File: config.mk
export PLATFORM = sky130hd
export DESIGN_NAME = noc_vc_port_scheduler
export DESIGN_NICKNAME = d
export VERILOG_FILES = /design/src/rtl/noc_config_pkg.sv /design/src/rtl/noc_fifo.sv /design/src/rtl/noc_locking_rr_arbiter.sv /design/src/rtl/noc_vc_port_scheduler.sv
export SDC_FILE = /design/constraint.sdc
export NUM_CORES = 1
export LEC_CHECK = 0
export ABC_AREA = 1
export BUFFER_PORTS_ARGS = -buffer_cell sky130_fd_sc_hd__clkbuf_2
export CAP_MARGIN = 40
export CORE_AREA = 2 2 92 117
export DETAILED_ROUTE_END_ITERATION = 8
export DIE_AREA = 0 0 94 119
export PLACE_DENSITY = 0.53
export RECOVER_POWER = 100
export SLEW_MARGIN = 5
export SYNTH_ARGS = -nofsm -noshare
export SYNTH_HDL_FRONTEND = slang
export SYNTH_HIERARCHICAL = 1
export SYNTH_SLANG_ARGS = --single-unit
File: constraint.sdc
create_clock -name clk -period 6.5 [get_ports clk]
set_clock_uncertainty 0.05 [all_clocks]
set_input_delay 1.3 -clock clk [delete_from_list [all_inputs] [get_ports clk]]
set_output_delay 1.3 -clock clk [all_outputs]
set_load 0.05 [all_outputs]
File: src/rtl/noc_config_pkg.sv
// Shared NoC configuration: parameter range limits and the locking-arbiter state encoding.
package noc_config_pkg;

    localparam int PORTS_MIN       = 2;
    localparam int PORTS_MAX       = 8;
    localparam int CHANNELS_MIN    = 1;
    localparam int CHANNELS_MAX    = 8;
    localparam int GRANT_DEPTH_MIN = 1;
    localparam int GRANT_DEPTH_MAX = 8;

    typedef enum logic [0:0] {
        ARB_IDLE   = 1'b0,
        ARB_LOCKED = 1'b1
    } arb_state_e;

endpackage

File: src/rtl/noc_fifo.sv
// Small circular FIFO with occupancy count; pops on an empty FIFO and pushes on a full one are dropped.
module noc_fifo #(
    parameter int WIDTH = 8,
    parameter int DEPTH = 2
) (
    input  logic                           clk,
    input  logic                           rst_n,
    input  logic                           push,
    input  logic [WIDTH-1:0]               push_data,
    input  logic                           pop,
    output logic [WIDTH-1:0]               head,
    output logic [$clog2(DEPTH+1)-1:0]     count,
    output logic                           empty
);
    localparam int AW    = (DEPTH > 1) ? $clog2(DEPTH) : 1;
    localparam int CNT_W = $clog2(DEPTH + 1);

    logic [WIDTH-1:0] mem_r [DEPTH];
    logic [AW-1:0]    rd_r, wr_r;
    logic [CNT_W-1:0] count_r;
    logic             pop_s, push_s;

    assign empty  = (count_r == CNT_W'(0));
    assign pop_s  = pop & ~empty;
    assign push_s = push & ((count_r != CNT_W'(DEPTH)) | pop_s);
    assign head   = mem_r[rd_r];
    assign count  = count_r;

    // Storage, read/write pointers and occupancy.
    always_ff @(posedge clk or negedge rst_n) begin
        if (!rst_n) begin
            for (int i = 0; i < DEPTH; i++) begin
                mem_r[i] <= '0;
            end
            rd_r    <= '0;
            wr_r    <= '0;
            count_r <= '0;
        end else begin
            if (push_s) begin
                mem_r[wr_r] <= push_data;
                wr_r        <= (wr_r == AW'(DEPTH - 1)) ? AW'(0) : wr_r + AW'(1);
            end
            if (pop_s) begin
                rd_r <= (rd_r == AW'(DEPTH - 1)) ? AW'(0) : rd_r + AW'(1);
            end
            case ({push_s, pop_s})
                2'b10:   count_r <= count_r + CNT_W'(1);
                2'b01:   count_r <= count_r - CNT_W'(1);
                default: count_r <= count_r;
            endcase
        end
    end

endmodule

File: src/rtl/noc_locking_rr_arbiter.sv
// Round-robin arbiter that locks onto its winner until 'free'; pointer moves past the winner on release.
module noc_locking_rr_arbiter
    import noc_config_pkg::*;
#(
    parameter int REQUESTS = 2
) (
    input  logic                clk,
    input  logic                rst_n,
    input  logic [REQUESTS-1:0] request,
    input  logic                free,
    output logic [REQUESTS-1:0] grant,
    output logic                locked
);
    localparam int PTR_W = (REQUESTS > 1) ? $clog2(REQUESTS) : 1;

    arb_state_e          state_r, state_nxt_s;
    logic [PTR_W-1:0]    ptr_r, ptr_nxt_s, winner_r, winner_nxt_s, pick_idx_s;
    logic [REQUESTS-1:0] req_hi_s, sel_s, pick_oh_s;

    assign locked = (state_r == ARB_LOCKED);

    // Requests at or above the pointer take priority; otherwise wrap to the lowest index.
    always_comb begin
        req_hi_s   = request & ~((REQUESTS'(1'b1) << ptr_r) - REQUESTS'(1'b1));
        sel_s      = (|req_hi_s) ? req_hi_s : request;
        pick_oh_s  = sel_s & (~sel_s + REQUESTS'(1'b1));
        pick_idx_s = '0;
        for (int j = 0; j < REQUESTS; j++) begin
            pick_idx_s = pick_idx_s | (PTR_W'(j) & {PTR_W{pick_oh_s[j]}});
        end
    end

    // Grant: live pick while idle, stored winner while locked.
    always_comb begin
        grant = '0;
        case (state_r)
            ARB_IDLE:   grant = pick_oh_s;
            ARB_LOCKED: grant = REQUESTS'(1'b1) << winner_r;
            default:    grant = '0;
        endcase
    end

    // Next state: lock on any request, release on free.
    always_comb begin
        state_nxt_s  = state_r;
        winner_nxt_s = winner_r;
        ptr_nxt_s    = ptr_r;
        case (state_r)
            ARB_IDLE: begin
                if (|request) begin
                    state_nxt_s  = ARB_LOCKED;
                    winner_nxt_s = pick_idx_s;
                end else begin
                    state_nxt_s  = ARB_IDLE;
                end
            end
            ARB_LOCKED: begin
                if (free) begin
                    state_nxt_s = ARB_IDLE;
                    ptr_nxt_s   = (winner_r == PTR_W'(REQUESTS - 1)) ? PTR_W'(0) : winner_r + PTR_W'(1);
                end else begin
                    state_nxt_s = ARB_LOCKED;
                end
            end
            default: begin
                state_nxt_s = ARB_IDLE;
            end
        endcase
    end

    // State, winner and pointer registers.
    always_ff @(posedge clk or negedge rst_n) begin
        if (!rst_n) begin
            state_r  <= ARB_IDLE;
            winner_r <= '0;
            ptr_r    <= '0;
        end else begin
            state_r  <= state_nxt_s;
            winner_r <= winner_nxt_s;
            ptr_r    <= ptr_nxt_s;
        end
    end

endmodule

File: src/rtl/noc_vc_port_scheduler.sv
// Output-port scheduler: per-VC packet-locked port arbitration, VC arbitration and an ordered grant FIFO.
// Optional NOC_VC_PORT_SCHEDULER_PRIORITY_EN adds i_priority to restrict which ports compete.
module noc_vc_port_scheduler
    import noc_config_pkg::*;
#(
    parameter int PORTS       = 5,
    parameter int CHANNELS    = 2,
    parameter int GRANT_DEPTH = 2
) (
    input  logic                                clk,
    input  logic                                rst_n,
    input  logic [CHANNELS-1:0][PORTS-1:0]      i_sop,
    input  logic [CHANNELS-1:0][PORTS-1:0]      i_eop,
    input  logic [CHANNELS-1:0][PORTS-1:0]      i_request,
    input  logic [CHANNELS-1:0][PORTS-1:0]      i_free,
`ifdef NOC_VC_PORT_SCHEDULER_PRIORITY_EN
    input  logic [CHANNELS-1:0][PORTS-1:0]      i_priority,
`endif
    output logic [CHANNELS-1:0][PORTS-1:0]      o_grant,
    input  logic [CHANNELS-1:0]                 i_vc_available,
    output logic [PORTS-1:0]                    o_output_grant,
    input  logic                                i_output_free,
    output logic [$clog2(GRANT_DEPTH+1)-1:0]    o_grant_count
);
    localparam int CNT_W  = $clog2(GRANT_DEPTH + 1);
    localparam int CNT1_W = CNT_W + 1;

    if (PORTS < PORTS_MIN || PORTS > PORTS_MAX) begin : g_bad_ports
        $error("noc_vc_port_scheduler: PORTS out of range");
    end
    if (CHANNELS < CHANNELS_MIN || CHANNELS > CHANNELS_MAX) begin : g_bad_channels
        $error("noc_vc_port_scheduler: CHANNELS out of range");
    end
    if (GRANT_DEPTH < GRANT_DEPTH_MIN || GRANT_DEPTH > GRANT_DEPTH_MAX) begin : g_bad_depth
        $error("noc_vc_port_scheduler: GRANT_DEPTH out of range");
    end

    logic [PORTS-1:0]    port_grant_s [CHANNELS];
    logic [CHANNELS-1:0] port_locked_s, port_free_s, vc_request_s, vc_grant_s;
    logic                vc_locked_s, vc_ok_s, vc_free_any_s, vc_free_s, fifo_empty_s;
    logic [PORTS-1:0]    push_data_s, fifo_head_s;
    logic [CNT_W-1:0]    fifo_count_s;

    // Reserve a FIFO slot for the packet currently holding the VC lock.
    assign vc_ok_s = ({1'b0, fifo_count_s} + CNT1_W'(vc_locked_s)) < CNT1_W'(GRANT_DEPTH);

    for (genvar c = 0; c < CHANNELS; c++) begin : g_chan
        logic [PORTS-1:0] port_req_s;
`ifdef NOC_VC_PORT_SCHEDULER_PRIORITY_EN
        assign port_req_s = (|(i_sop[c] & i_priority[c])) ? (i_sop[c] & i_priority[c]) : i_sop[c];
`else
        assign port_req_s = i_sop[c];
`endif
        assign port_free_s[c]  = port_locked_s[c] & (|(i_eop[c] & port_grant_s[c]));
        assign vc_request_s[c] = (|(i_request[c] & port_grant_s[c])) & i_vc_available[c] & vc_ok_s;

        noc_locking_rr_arbiter #(.REQUESTS(PORTS)) u_port_arb (
            .clk     (clk),
            .rst_n   (rst_n),
            .request (port_req_s),
            .free    (port_free_s[c]),
            .grant   (port_grant_s[c]),
            .locked  (port_locked_s[c])
        );
    end

    noc_locking_rr_arbiter #(.REQUESTS(CHANNELS)) u_vc_arb (
        .clk     (clk),
        .rst_n   (rst_n),
        .request (vc_request_s),
        .free    (vc_free_s),
        .grant   (vc_grant_s),
        .locked  (vc_locked_s)
    );

    // Release condition and pushed port for the VC-granted channel.
    always_comb begin
        vc_free_any_s = 1'b0;
        push_data_s   = '0;
        for (int c = 0; c < CHANNELS; c++) begin
            vc_free_any_s = vc_free_any_s | (vc_grant_s[c] & (|(i_free[c] & port_grant_s[c])));
            push_data_s   = push_data_s | (port_grant_s[c] & {PORTS{vc_grant_s[c]}});
        end
    end

    assign vc_free_s = vc_locked_s & vc_free_any_s;

    noc_fifo #(.WIDTH(PORTS), .DEPTH(GRANT_DEPTH)) u_grant_fifo (
        .clk       (clk),
        .rst_n     (rst_n),
        .push      (vc_free_s),
        .push_data (push_data_s),
        .pop       (i_output_free),
        .head      (fifo_head_s),
        .count     (fifo_count_s),
        .empty     (fifo_empty_s)
    );

    // Flit grants are forced low during reset since idle arbiters grant combinationally.
    always_comb begin
        o_grant = '0;
        for (int c = 0; c < CHANNELS; c++) begin
            o_grant[c] = (vc_grant_s[c] & rst_n) ? port_grant_s[c] : '0;
        end
    end

    assign o_output_grant = (fifo_empty_s | ~rst_n) ? '0 : fifo_head_s;
    assign o_grant_count  = fifo_count_s;

endmodule

==> PnR_summary.wiki, run 1 <==
{| class="wikitable"
! Metric !! Value
|-
| Final #Nets || between 400 and 500
|-
| Top flip-flop cell by instance count after synthesis || dfrtp_1
|-
| Share of the synthesized area in the top cell type || between 30 and 40%
|-
| Detailed-route DRC error count || 0
|-
| Transition time at the pin with the least slew margin || 1.404 ns
|-
| Number of synthesized flops with an enable pin || 0
|-
| Placed cell count || 553
|-
| Initial antenna violation count || 0
|-
| Die height || 119 um
|-
| Register-to-register setup slack || roughly 2.0 ns
|-
| Max Clock Freq || 174.0 MHz
|-
| Total congestion overflow || 0
|-
| Clock tree from TritonCTS || built
|-
| Number of cells on the worst hold path || 2
|-
| Initial core utilization || 23.09%
|-
| Dominant cell type by area after synthesis || dfrtp_1
|-
| Insertion delay to the later sink of the worst-skew pair || 0.27 ns
|-
| Placer's final routability congestion estimate || 0.8973
|-
| CP startpoint kind || primary input
|-
| Core footprint || 10,250 um2
|-
| All-layer global routing usage || roughly 13%
|-
| Post-synthesis to final-layout area growth || 21.73%
|-
| Post-synthesis area per instance || about 6.5 um2
|-
| Minimum period implied by the final worst setup slack || 5.749 ns
|-
| Synthesized instance count || around 360
|-
| Required arrival time at the worst endpoint || 5.15 ns
|-
| Max-cap violations || 0
|-
| Layout cell share with drive strength beyond 1 || 14.52%
|-
| Total iterations of the first detailed-routing run || 5
|-
| Number of buffers inserted by post-CTS setup repair || 0
|-
| Final number of max-transition violations || 0
|-
| Worst Setup Slack, final || approximately 0.75 ns
|-
| Cell variety after synth || 29
|-
| Sink count of the clock tree || 31
|-
| Count of H-tree levels built during CTS || 2
|-
| Num rows || 42
|-
| Area of the mapped netlist || 2366 um2
|-
| Finished Cell Area || 2880 um2
|-
| Number of routed nets with antenna violations || 0
|-
| Final cell count without fillers || around 560
|-
| Slew HR || approximately 6.4%
|-
| Share of flip-flops with an asynchronous set or reset after synthesis || 100.0%
|-
| CTS root buffer || clkbuf_16
|-
| Placed Area || roughly 2800 um2
|-
| Via count || 2,456
|-
| Cell with the most instances after synthesis || nand2_1
|-
| Commonest cells in the synthesized netlist || 133 x nand2_1, 50 x inv_1, 34 x nand3_1
|-
| Share of the core filled with cells || between 20% and 30%
|-
| Leakage || 1.506 nW
|-
| Number of global-route vias before repair || between 2,000 and 2,500
|-
| Wire length per cell after detailed routing || 12.45 um
|-
| Resized cells post-CTS || 0
|-
| Number of synthesized register bits || 31
|-
| Total of buffers placed on input and output ports || 61
|-
| Number of DRC violations after detailed-routing iteration 0 || 100
|-
| Pin count of the biggest net entering global routing || 26
|-
| Period utilisation layout || 88.44%
|-
| Cell types with the largest area share after synthesis || dfrtp_1 33%, nand2_1 21%, inv_1 7.9%, nand3_1 7.2%, ha_1 5.3%
|-
| Final setup violating endpoints || 0
|-
| Worst setup slack before clock tree synthesis || ~1.1 ns
|-
| Count of synthesis-stage warnings from yosys || 6
|-
| Ports || 62
|-
| Vias per inst || ~4.4
|-
| Power density over cell area || 458.7 nW/um2
|-
| Clock-pin slew reported for the worst setup and hold paths after clock tree synthesis || 0.05 ns
|-
| Largest voltage drop on the vdd net || 0.0001140 V
|-
| Sum of negative setup slack || 0 ns
|-
| Number of antenna cells inserted || 0
|-
| Critical path data arrival time || roughly 4.4 ns
|-
| Detailed-route wire length || slightly below 7000 um
|-
| First-pass GRT wire length || 11,150 um
|-
| RSZ-0062 raised after global routing || no
|-
| Syn Nets || 417
|-
| Area enclosed by the die boundary || 11,190 um2
|-
| Number of cell instances on the worst register-to-register path || 23
|-
| Result of the run || finished clean
|-
| Worst Setup Path Type || primary input to primary output
|-
| Maximum clock insertion buffer count || 2
|-
| Post-DP HPWL || 5825 um
|-
| Maximum fanout along the worst path || 5
|-
| Critical Path End Type || primary output
|-
| Horiz. Die Dim || 94 um
|-
| Number of hold violations in the final report || 0
|-
| Num CTS Buffers || 5
|-
| CTS Hold Buffers Added || 0
|-
| Path type of the worst min-delay path || flip-flop to flip-flop
|-
| Sequential share of the synthesized area || 32.79%
|}
worst paths after layout:
kind / start / to
worst min register to register: u_grant_fifo/mem_r[0] / u_grant_fifo/mem_r[0]
worst max register to register: g_chan[1].u_port_arb/ptr_r[1] / u_grant_fifo/mem_r[5]
max in group asynchronous: rst_n / g_chan[0].u_port_arb/winner_r[1]
min in group asynchronous: rst_n / u_grant_fifo/count[1]
worst max-delay path: i_sop[5] / o_grant[9]
worst min-delay path: u_grant_fifo/mem_r[0] / u_grant_fifo/mem_r[0]
cell families after synthesis:
kind of cell / share of synthesized area [%]
simple gates: 39.61
buf+inv: 9.202
compound gates: 12.37
flops: 32.79
fa+ha+maj: 5.288
xor+xnor: 0.7405
layout make-up:
type                    count  area (um2)
flip-flops and latches     31       775.7
repair buffers             62       290.3
fillers                  1172        7367
inverters                  53       198.9
multi-input cells         275        1321
well taps                 132       165.2
clock buffers               6       128.9
power by group:
part | internal (mW) | switching, mW | total (mW) | leakage, nW
clock | 0.137 | 0.0761 | 0.213 | 0.0628
sequential | 0.276 | 0.0899 | 0.366 | 0.393
combinational | 0.227 | 0.515 | 0.742 | 1.05
total | 0.640 | 0.681 | 1.32 | 1.51
stage by stage:
stage / hold WS, ns / power (mW)
2_1_floorplan: 0.4029 / 0.9433
3_3_place_gp: 0.4155 / 1.146
3_5_place_dp: 0.4223 / 1.152
4_1_cts: 0.4361 / 1.373
5_1_grt: 0.4541 / 1.455
6_report: 0.4325 / 1.321
routing by layer:
layer  up-vias  track usage (%)  routed length, um
li1       1289                -                  -
met1      1101            15.32               2972
met2        58            22.77               3513
met3         8            2.720                363
met4         0            3.895                110
met5         -                0                  0
critical path, cell delays in order:
cell and delay [ns]:
clkbuf_2 0.10, inv_1 0.05, nor2_2 0.08, nand2_1 0.08
nand2_1 0.07, nor2_1 0.07, nand3_1 0.08, nand2_1 0.08
nor2_1 0.25, nand3_2 0.12, o21ai_0 0.53, nand2_1 0.08
and3_1 0.21, a31oi_1 0.28, nand2_1 0.14, nand2_1 0.09
nand2_1 0.07, nand2_1 0.09, nand2_1 0.13, nor2_1 0.19
clkbuf_2 0.30
cell usage in the layout (no fill, tap or decap), drive strengths merged:
master  synthesis  final
xor2            2      2
inv            53     53
and3            1      1
o211ai          1      1
clkbuf          2     68
a21oi           7      7
nor4            2      2
nand3          36     36
nand2         138    138
nand3b          1      1
o21bai          1      1
ha             10     10
a22o            2      2
o21ai          27     27
or2             1      1
a31oi           2      2
nor2           32     32
dfrtp          31     31
o22ai           7      7
nand4           3      3
o21a            2      2
flip-flops by register name (all words and copies together), names as in the netlist:
| signal | flops |
|---|---|
| u_vc_arb/locked | 1 |
| u_grant_fifo/mem_r | 10 |
| g_chan.u_port_arb/ptr_r | 6 |
| g_chan.u_port_arb/locked | 2 |
| u_grant_fifo/count | 2 |
| u_grant_fifo/rd_r | 1 |
| g_chan.u_port_arb/winner_r | 6 |
| u_vc_arb/ptr_r | 1 |
| u_vc_arb/winner_r | 1 |
| u_grant_fifo/wr_r | 1 |
(Power assumes the default switching activity.)
==> run 2, diff against run 1 <==
- CORE_AREA: 2 2 92 117 -> 2 2 61 78
- DIE_AREA: 0 0 94 119 -> 0 0 63 80
- PLACE_DENSITY: 0.53 -> 0.94
==> PnR_summary.wiki, run 2 (synthesis results as in run 1) <==
{| class="wikitable"
! Metric !! Value
|-
| Critical Path End Type || primary output
|-
| CP startpoint kind || primary input
|-
| Worst Setup Path Type || primary input to primary output
|-
| Slew HR || -20.07% (-26 points)
|-
| Final number of max-transition violations || 35 (+35)
|-
| Post-synthesis to final-layout area growth || 17.13%
|-
| Final setup violating endpoints || 0 (unchanged)
|-
| Most used cells in the layout excluding fill and tap cells || 136 x nand2_1, 50 x inv_1, 45 x clkbuf_2, 35 x nand3_1, 31 x dfrtp_1
|-
| Via count || 2,620 (+6.7%)
|-
| Clock tree from TritonCTS || built
|-
| Insertion delay to the later sink of the worst-skew pair || 0.29 ns (+0.02 ns)
|-
| Pin count of the biggest net entering global routing || 35 (+35%)
|-
| Placed cell count || 478 (-14%)
|-
| Number of global-route vias before repair || 2,461 (+3.7%)
|-
| All-layer global routing usage || 26.40% (+14 points)
|-
| Layout cell share with drive strength beyond 1 || 14.72% (+0.20 points)
|-
| Initial antenna violation count || 0 (unchanged)
|-
| Number of buffers inserted by post-CTS setup repair || 0 (unchanged)
|-
| Initial core utilization || 55.15% (+32 points)
|-
| Minimum period implied by the final worst setup slack || 5.710 ns (-0.03818 ns)
|-
| Post-DP HPWL || 4967 um (-15%)
|-
| Hold path startpoint || u_grant_fifo/mem_r[3]
|-
| Detailed-route wire length || 6405 um (-8.0%)
|-
| Power density over cell area || 473.1 nW/um2 (+3.1%)
|-
| Maximum clock insertion buffer count || 2 (unchanged)
|-
| Detailed-route DRC error count || 0 (unchanged)
|-
| Number of hold violations in the final report || 0 (unchanged)
|-
| Num rows || 27 (-36%)
|-
| CTS root buffer || clkbuf_8
|-
| Register-to-register setup slack || 2.11 ns (+0.11 ns)
|-
| Ports || 62 (unchanged)
|-
| Max Clock Freq || 175.1 MHz (+0.67%)
|-
| Count of H-tree levels built during CTS || 2 (unchanged)
|-
| Most common cell after layout, fill and taps aside || nand2_1
|-
| Number of antenna cells inserted || 0 (unchanged)
|-
| Number of DRC violations after detailed-routing iteration 0 || 144 (+44%)
|-
| Num CTS Buffers || 5 (unchanged)
|-
| Number of cells on the worst hold path || 2 (unchanged)
|-
| Resized cells post-CTS || 0 (unchanged)
|-
| Core footprint || 4290 um2 (-58%)
|-
| Max-cap violations || 1 (+1)
|-
| Placer's final routability congestion estimate || 0.9972 (+11%)
|-
| Hold_ws || 0.4435 ns (+0.01098 ns)
|-
| Sum of negative setup slack || 0 ns (unchanged)
|-
| Register name with the most flops || u_grant_fifo/mem_r
|-
| Hold Path End || u_grant_fifo/mem_r[3]
|-
| Leakage || 1.501 nW (-0.35%)
|-
| Period utilisation layout || 87.85% (-0.59 points)
|-
| Number of routed nets with antenna violations || 0 (unchanged)
|-
| Transition time at the pin with the least slew margin || 1.801 ns (+0.3969 ns)
|-
| Violations in the final reports || max-capacitance violations, max-slew violations
|-
| Area enclosed by the die boundary || 5040 um2 (-55%)
|-
| Horiz. Die Dim || 63 um (-33%)
|-
| Critical path data arrival time || 4.36 ns (-0.04 ns)
|-
| Required arrival time at the worst endpoint || 5.15 ns (about the same)
|-
| Startpoint of the lowest-slack register-to-register path || g_chan[1].u_port_arb/ptr_r[2]
|-
| Total iterations of the first detailed-routing run || 4 (-1)
|-
| Largest regs || u_grant_fifo/mem_r (10), g_chan.u_port_arb/ptr_r (6), g_chan.u_port_arb/winner_r (6)
|-
| Final-layout fill cell count || 397 (-66%)
|-
| Path type of the worst min-delay path || flip-flop to flip-flop
|-
| Maximum fanout along the worst path || 5 (unchanged)
|-
| Largest register FFs || 10 (unchanged)
|-
| Result of the run || finished, violations left
|-
| Clock-pin slew reported for the worst setup and hold paths after clock tree synthesis || 0.07 ns (+0.02 ns)
|-
| Final #Nets || 482 (-0.21%)
|-
| Die height || 80 um (-33%)
|-
| First-pass GRT wire length || 10,370 um (-7.0%)
|-
| Final cell count without fillers || 486 (-13%)
|-
| Vias per inst || 5.391 (+23%)
|-
| Total congestion overflow || 0 (unchanged)
|-
| RSZ-0062 raised after global routing || no
|-
| Sink count of the clock tree || 31 (unchanged)
|-
| Critical R2R Capture || u_grant_fifo/mem_r[7]
|-
| Number of cell instances on the worst register-to-register path || 23 (unchanged)
|-
| CTS Hold Buffers Added || 0 (unchanged)
|-
| Share of the core filled with cells || 64.60% (+36 points)
|-
| Wire length per cell after detailed routing || 13.18 um (+5.8%)
|-
| Total of buffers placed on input and output ports || 61 (unchanged)
|-
| Largest voltage drop on the vdd net || 0.0002151 V (+89%)
|}
==> run 2: how the worst max path moves through the flow <==
stage	endpoint	slack (ns)	cells after the start	startpoint
after CTS	o_grant[8]	1.23	21	i_sop[5]
final	o_grant[8]	0.79	21	i_sop[5]
after global routing	o_grant[6]	0.45	21	i_sop[5]
after global placement	o_grant[8]	1.31	21	i_sop[5]
after floorplan	o_grant[5]	1.59	19	i_sop[5]
after detailed placement	o_grant[8]	1.23	21	i_sop[5]
==> run 2: layout make-up <==
cell class              instances  area, um2  share of cell area [%]
multi-input cells             275       1321                   47.68
flip-flops and latches         31      775.7                   27.99
well taps                      58      72.57                   2.619
inverters                      53      198.9                   7.178
clock buffers                   6      82.58                   2.980
repair buffers                 61      285.3                   10.29
clock inverters                 2      35.03                   1.264
==> run 2: where the power goes <==
group / switching, mW / internal, mW
Clock: 0.0750 / 0.124
Sequential: 0.0936 / 0.276
Combinational: 0.515 / 0.228
Total: 0.683 / 0.628
==> run 2: critical path, cell delays in order <==
cell and delay (ns):
clkbuf_1 0.12, inv_1 0.05, nor2_1 0.11, nand2_1 0.08, nand2_1 0.07, nor2_1 0.08
nand3_1 0.08, nand2_1 0.12, nor2_4 0.15, nand3_1 0.10, o21ai_0 0.53, nand2_1 0.10
and3_1 0.17, a31oi_1 0.22, nand2_1 0.17, nand2_1 0.13, nand2_1 0.08, nand2_1 0.08
nand2_1 0.11, nor2_1 0.20, clkbuf_2 0.30
==> run 2: stage by stage <==
stage                     power [mW]  setup slack, ns  instance area, um2
after floorplan               0.9433            1.585                2366
after global placement         1.099            1.314                2725
after detailed placement       1.129            1.230                2725
after CTS                      1.339            1.226                2843
after global routing           1.426           0.4503                2771
final                          1.311           0.7895                2771
==> run 2: routing by layer <==
layer  up-vias  global-route usage [%]  wire, um
met4         0                   18.89       337
met3        33                   4.795       370
met5         -                       0         0
li1       1292                       -         -
met1      1187                   27.60      2481
met2       108                   47.34      3215
==> run 3, diff against run 2 <==
- clock period: 6.5 -> 7.4 ns (I/O delays scaled with it)
==> PnR_summary.wiki, run 3 (synthesis results as in run 1) <==
{| class="wikitable"
! Metric !! Value
|-
| Core footprint || 4290 um2 (unchanged)
|-
| Final setup violating endpoints || 0 (unchanged)
|-
| Critical R2R Capture || u_grant_fifo/mem_r[6]
|-
| Ports || 62 (unchanged)
|-
| CP startpoint kind || primary input
|-
| Number of global-route vias before repair || 2,472 (+0.45%)
|-
| Final #Nets || 482 (unchanged)
|-
| Largest regs || u_grant_fifo/mem_r (10), g_chan.u_port_arb/ptr_r (6), g_chan.u_port_arb/winner_r (6)
|-
| Via count || 2,597 (-0.88%)
|-
| Post-DP HPWL || 5153 um (+3.7%)
|-
| Pin count of the biggest net entering global routing || 35 (unchanged)
|-
| Critical Path End Type || primary output
|-
| Die height || 80 um (unchanged)
|-
| Initial antenna violation count || 0 (unchanged)
|-
| Max Clock Freq || 162.3 MHz
|-
| Number of DRC violations after detailed-routing iteration 0 || 164 (+14%)
|-
| Register-to-register setup slack || 2.85 ns (+0.74 ns)
|-
| Area enclosed by the die boundary || 5040 um2 (unchanged)
|-
| Capture point of the critical path || o_grant[6]
|-
| Layout cell share with drive strength beyond 1 || 14.52% (-0.20 points)
|-
| Largest voltage drop on the vdd net || 0.0001695 V (-21%)
|-
| Number of cell instances on the worst register-to-register path || 23 (unchanged)
|-
| Num rows || 27 (unchanged)
|-
| Worst Setup Slack, final || 1.240 ns (+0.4503 ns)
|-
| Horiz. Die Dim || 63 um (unchanged)
|-
| Most common cell on crit path || nand2_1
|-
| Most used cells in the layout excluding fill and tap cells || 136 x nand2_1, 50 x inv_1, 45 x clkbuf_2, 34 x nand3_1, 31 x dfrtp_1
|-
| Detailed-route DRC error count || 0 (unchanged)
|-
| Cells along the critical path || clkbuf_1 > inv_1 > nor2_1 > nand2_1 > nand2_1 > nor2_1 > nand3_1 > nand2_1 > nor2_1 > nand3_2 > o21ai_0 > nand2_1 > and3_1 > a31oi_1 > nand2_1 > nand2_1 > nand2_1 > nand2_1 > nand2_1 > nor2_1 > clkbuf_2
|-
| Leakage || 1.487 nW (-0.96%)
|-
| Final number of max-transition violations || 35 (unchanged)
|-
| Clock-pin slew reported for the worst setup and hold paths after clock tree synthesis || 0.06 ns (about the same)
|-
| Transition time at the pin with the least slew margin || 1.788 ns (-0.01303 ns)
|-
| Start point of the critical path || i_sop[5]
|-
| Register name with the most flops || u_grant_fifo/mem_r
|-
| CTS Hold Buffers Added || 0 (unchanged)
|-
| Critical path's slowest cell || o21ai_0
|-
| Maximum fanout along the worst path || 5 (unchanged)
|-
| Insertion delay to the later sink of the worst-skew pair || 0.29 ns (about the same)
|-
| Violations in the final reports || max-capacitance violations, max-slew violations
|-
| CTS root buffer || clkbuf_8
|-
| Number of antenna cells inserted || 0 (unchanged)
|-
| Number of routed nets with antenna violations || 0 (unchanged)
|-
| Total iterations of the first detailed-routing run || 4 (unchanged)
|-
| Minimum period implied by the final worst setup slack || 6.160 ns
|-
| RSZ-0062 raised after global routing || no
|-
| Most common cell after layout, fill and taps aside || nand2_1
|-
| Slew HR || -19.21% (+0.87 points)
|-
| Worst Setup Path Type || primary input to primary output
|-
| Max-cap violations || 1 (unchanged)
|-
| Num CTS Buffers || 5 (unchanged)
|-
| Initial core utilization || 55.15% (unchanged)
|-
| Largest register FFs || 10 (unchanged)
|-
| Placed Area || 2725 um2 (unchanged)
|-
| Total of buffers placed on input and output ports || 61 (unchanged)
|-
| Maximum clock insertion buffer count || 2 (unchanged)
|-
| Startpoint of the lowest-slack register-to-register path || g_chan[1].u_port_arb/ptr_r[2]
|-
| Final-layout fill cell count || 407 (+2.5%)
|-
| Worst setup slack before clock tree synthesis || 1.714 ns (+0.4836 ns)
|-
| Most Crowded Layer GR || met2
|-
| Count of H-tree levels built during CTS || 2 (unchanged)
|-
| Power density over cell area || 406.2 nW/um2 (-14%)
|-
| Total congestion overflow || 0 (unchanged)
|-
| Result of the run || finished, violations left
|-
| Met3 Resource Use GR || 5.924% (+1.1 points)
|-
| Global-route track usage on met1 || 30.23% (+2.6 points)
|-
| Resized cells post-CTS || 0 (unchanged)
|-
| Detailed-route wire length || 6471 um (+1.0%)
|-
| Placer's final routability congestion estimate || 0.9963 (about the same)
|-
| Critical path data arrival time || 4.63 ns (+0.27 ns)
|-
| Overall power of the completed layout || 1.113 mW (-15%)
|-
| Number of buffers inserted by post-CTS setup repair || 0 (unchanged)
|-
| Post-synthesis to final-layout area growth || 15.76%
|-
| GR Layer Usage met2 || 49.47% (+2.1 points)
|-
| Clock tree from TritonCTS || built
|-
| Sink count of the clock tree || 31 (unchanged)
|-
| Wire length per cell after detailed routing || 13.34 um (+1.2%)
|-
| Slowest Stage Delay on Critical Path || 0.55 ns (+0.02 ns)
|-
| Sum of negative setup slack || 0 ns (unchanged)
|-
| Finished Cell Area || 2739 um2 (-1.2%)
|-
| Number of hold violations in the final report || 0 (unchanged)
|-
| Path type of the worst min-delay path || flip-flop to flip-flop
|-
| Vias per inst || 5.355 (-0.67%)
|-
| All-layer global routing usage || 27.66% (+1.3 points)
|-
| First-pass GRT wire length || 10,860 um (+4.7%)
|-
| Required arrival time at the worst endpoint || 5.87 ns (+0.72 ns)
|-
| Period utilisation layout || 83.25%
|}
==> run 3: cell count changes in the layout (fill, tap and decap cells not counted), sizes merged <==
cell | before | now
bufinv | 1 | 0
==> run 3: layer usage <==
metal  share of wire (%)  wire length (um)
met5                   0                 0
met4                 4.2               272
met3                 7.3               471
met2                  51              3282
met1                  38              2444
==> run 3: area by class of cell <==
type | count | area, um2 | share of cell area, %
inverter | 53 | 198.9 | 7.264
multi-input combinational | 275 | 1319 | 48.15
timing repair buffer | 61 | 285.3 | 10.42
sequential | 31 | 775.7 | 28.32
tap | 58 | 72.57 | 2.650
clock buffer | 6 | 82.58 | 3.015
clock inverter | 1 | 5.005 | 0.1827
==> run 3: worst max-delay path: cells and delay by family <==
kind	cells	cell delay [ns]
simple gates	16	1.92
buf+inv	3	0.46
compound gates	2	0.76
==> run 3: power by group <==
part / leakage, nW / switching, mW / internal (mW) / total [mW]
clock network: 0.0470 / 0.0633 / 0.0728 / 0.136
logic: 1.05 / 0.455 / 0.198 / 0.653
registers: 0.393 / 0.0810 / 0.242 / 0.323
total: 1.49 / 0.599 / 0.514 / 1.11
==> run 3: how the worst min path moves through the flow <==
stage,to,cells past startpoint,startpoint
final,u_grant_fifo/mem_r[3],2,u_grant_fifo/mem_r[3]
after global routing,u_grant_fifo/mem_r[3],2,u_grant_fifo/mem_r[3]
after CTS,u_grant_fifo/mem_r[8],2,u_grant_fifo/mem_r[8]
after detailed placement,u_grant_fifo/mem_r[8],2,u_grant_fifo/mem_r[8]
after global placement,u_grant_fifo/mem_r[6],2,u_grant_fifo/mem_r[6]
after floorplan,u_grant_fifo/mem_r[3],2,u_grant_fifo/mem_r[3]
==> run 3: stage by stage <==
step | utilization, % | instances | hold slack, ns
2_1_floorplan | - | 362 | 0.4029
3_3_place_gp | 63.52 | 478 | 0.4156
3_5_place_dp | 63.52 | 478 | 0.4199
4_1_cts | 65.56 | 485 | 0.4367
5_1_grt | 63.84 | 485 | 0.4640
6_report | 63.84 | 485 | 0.4364
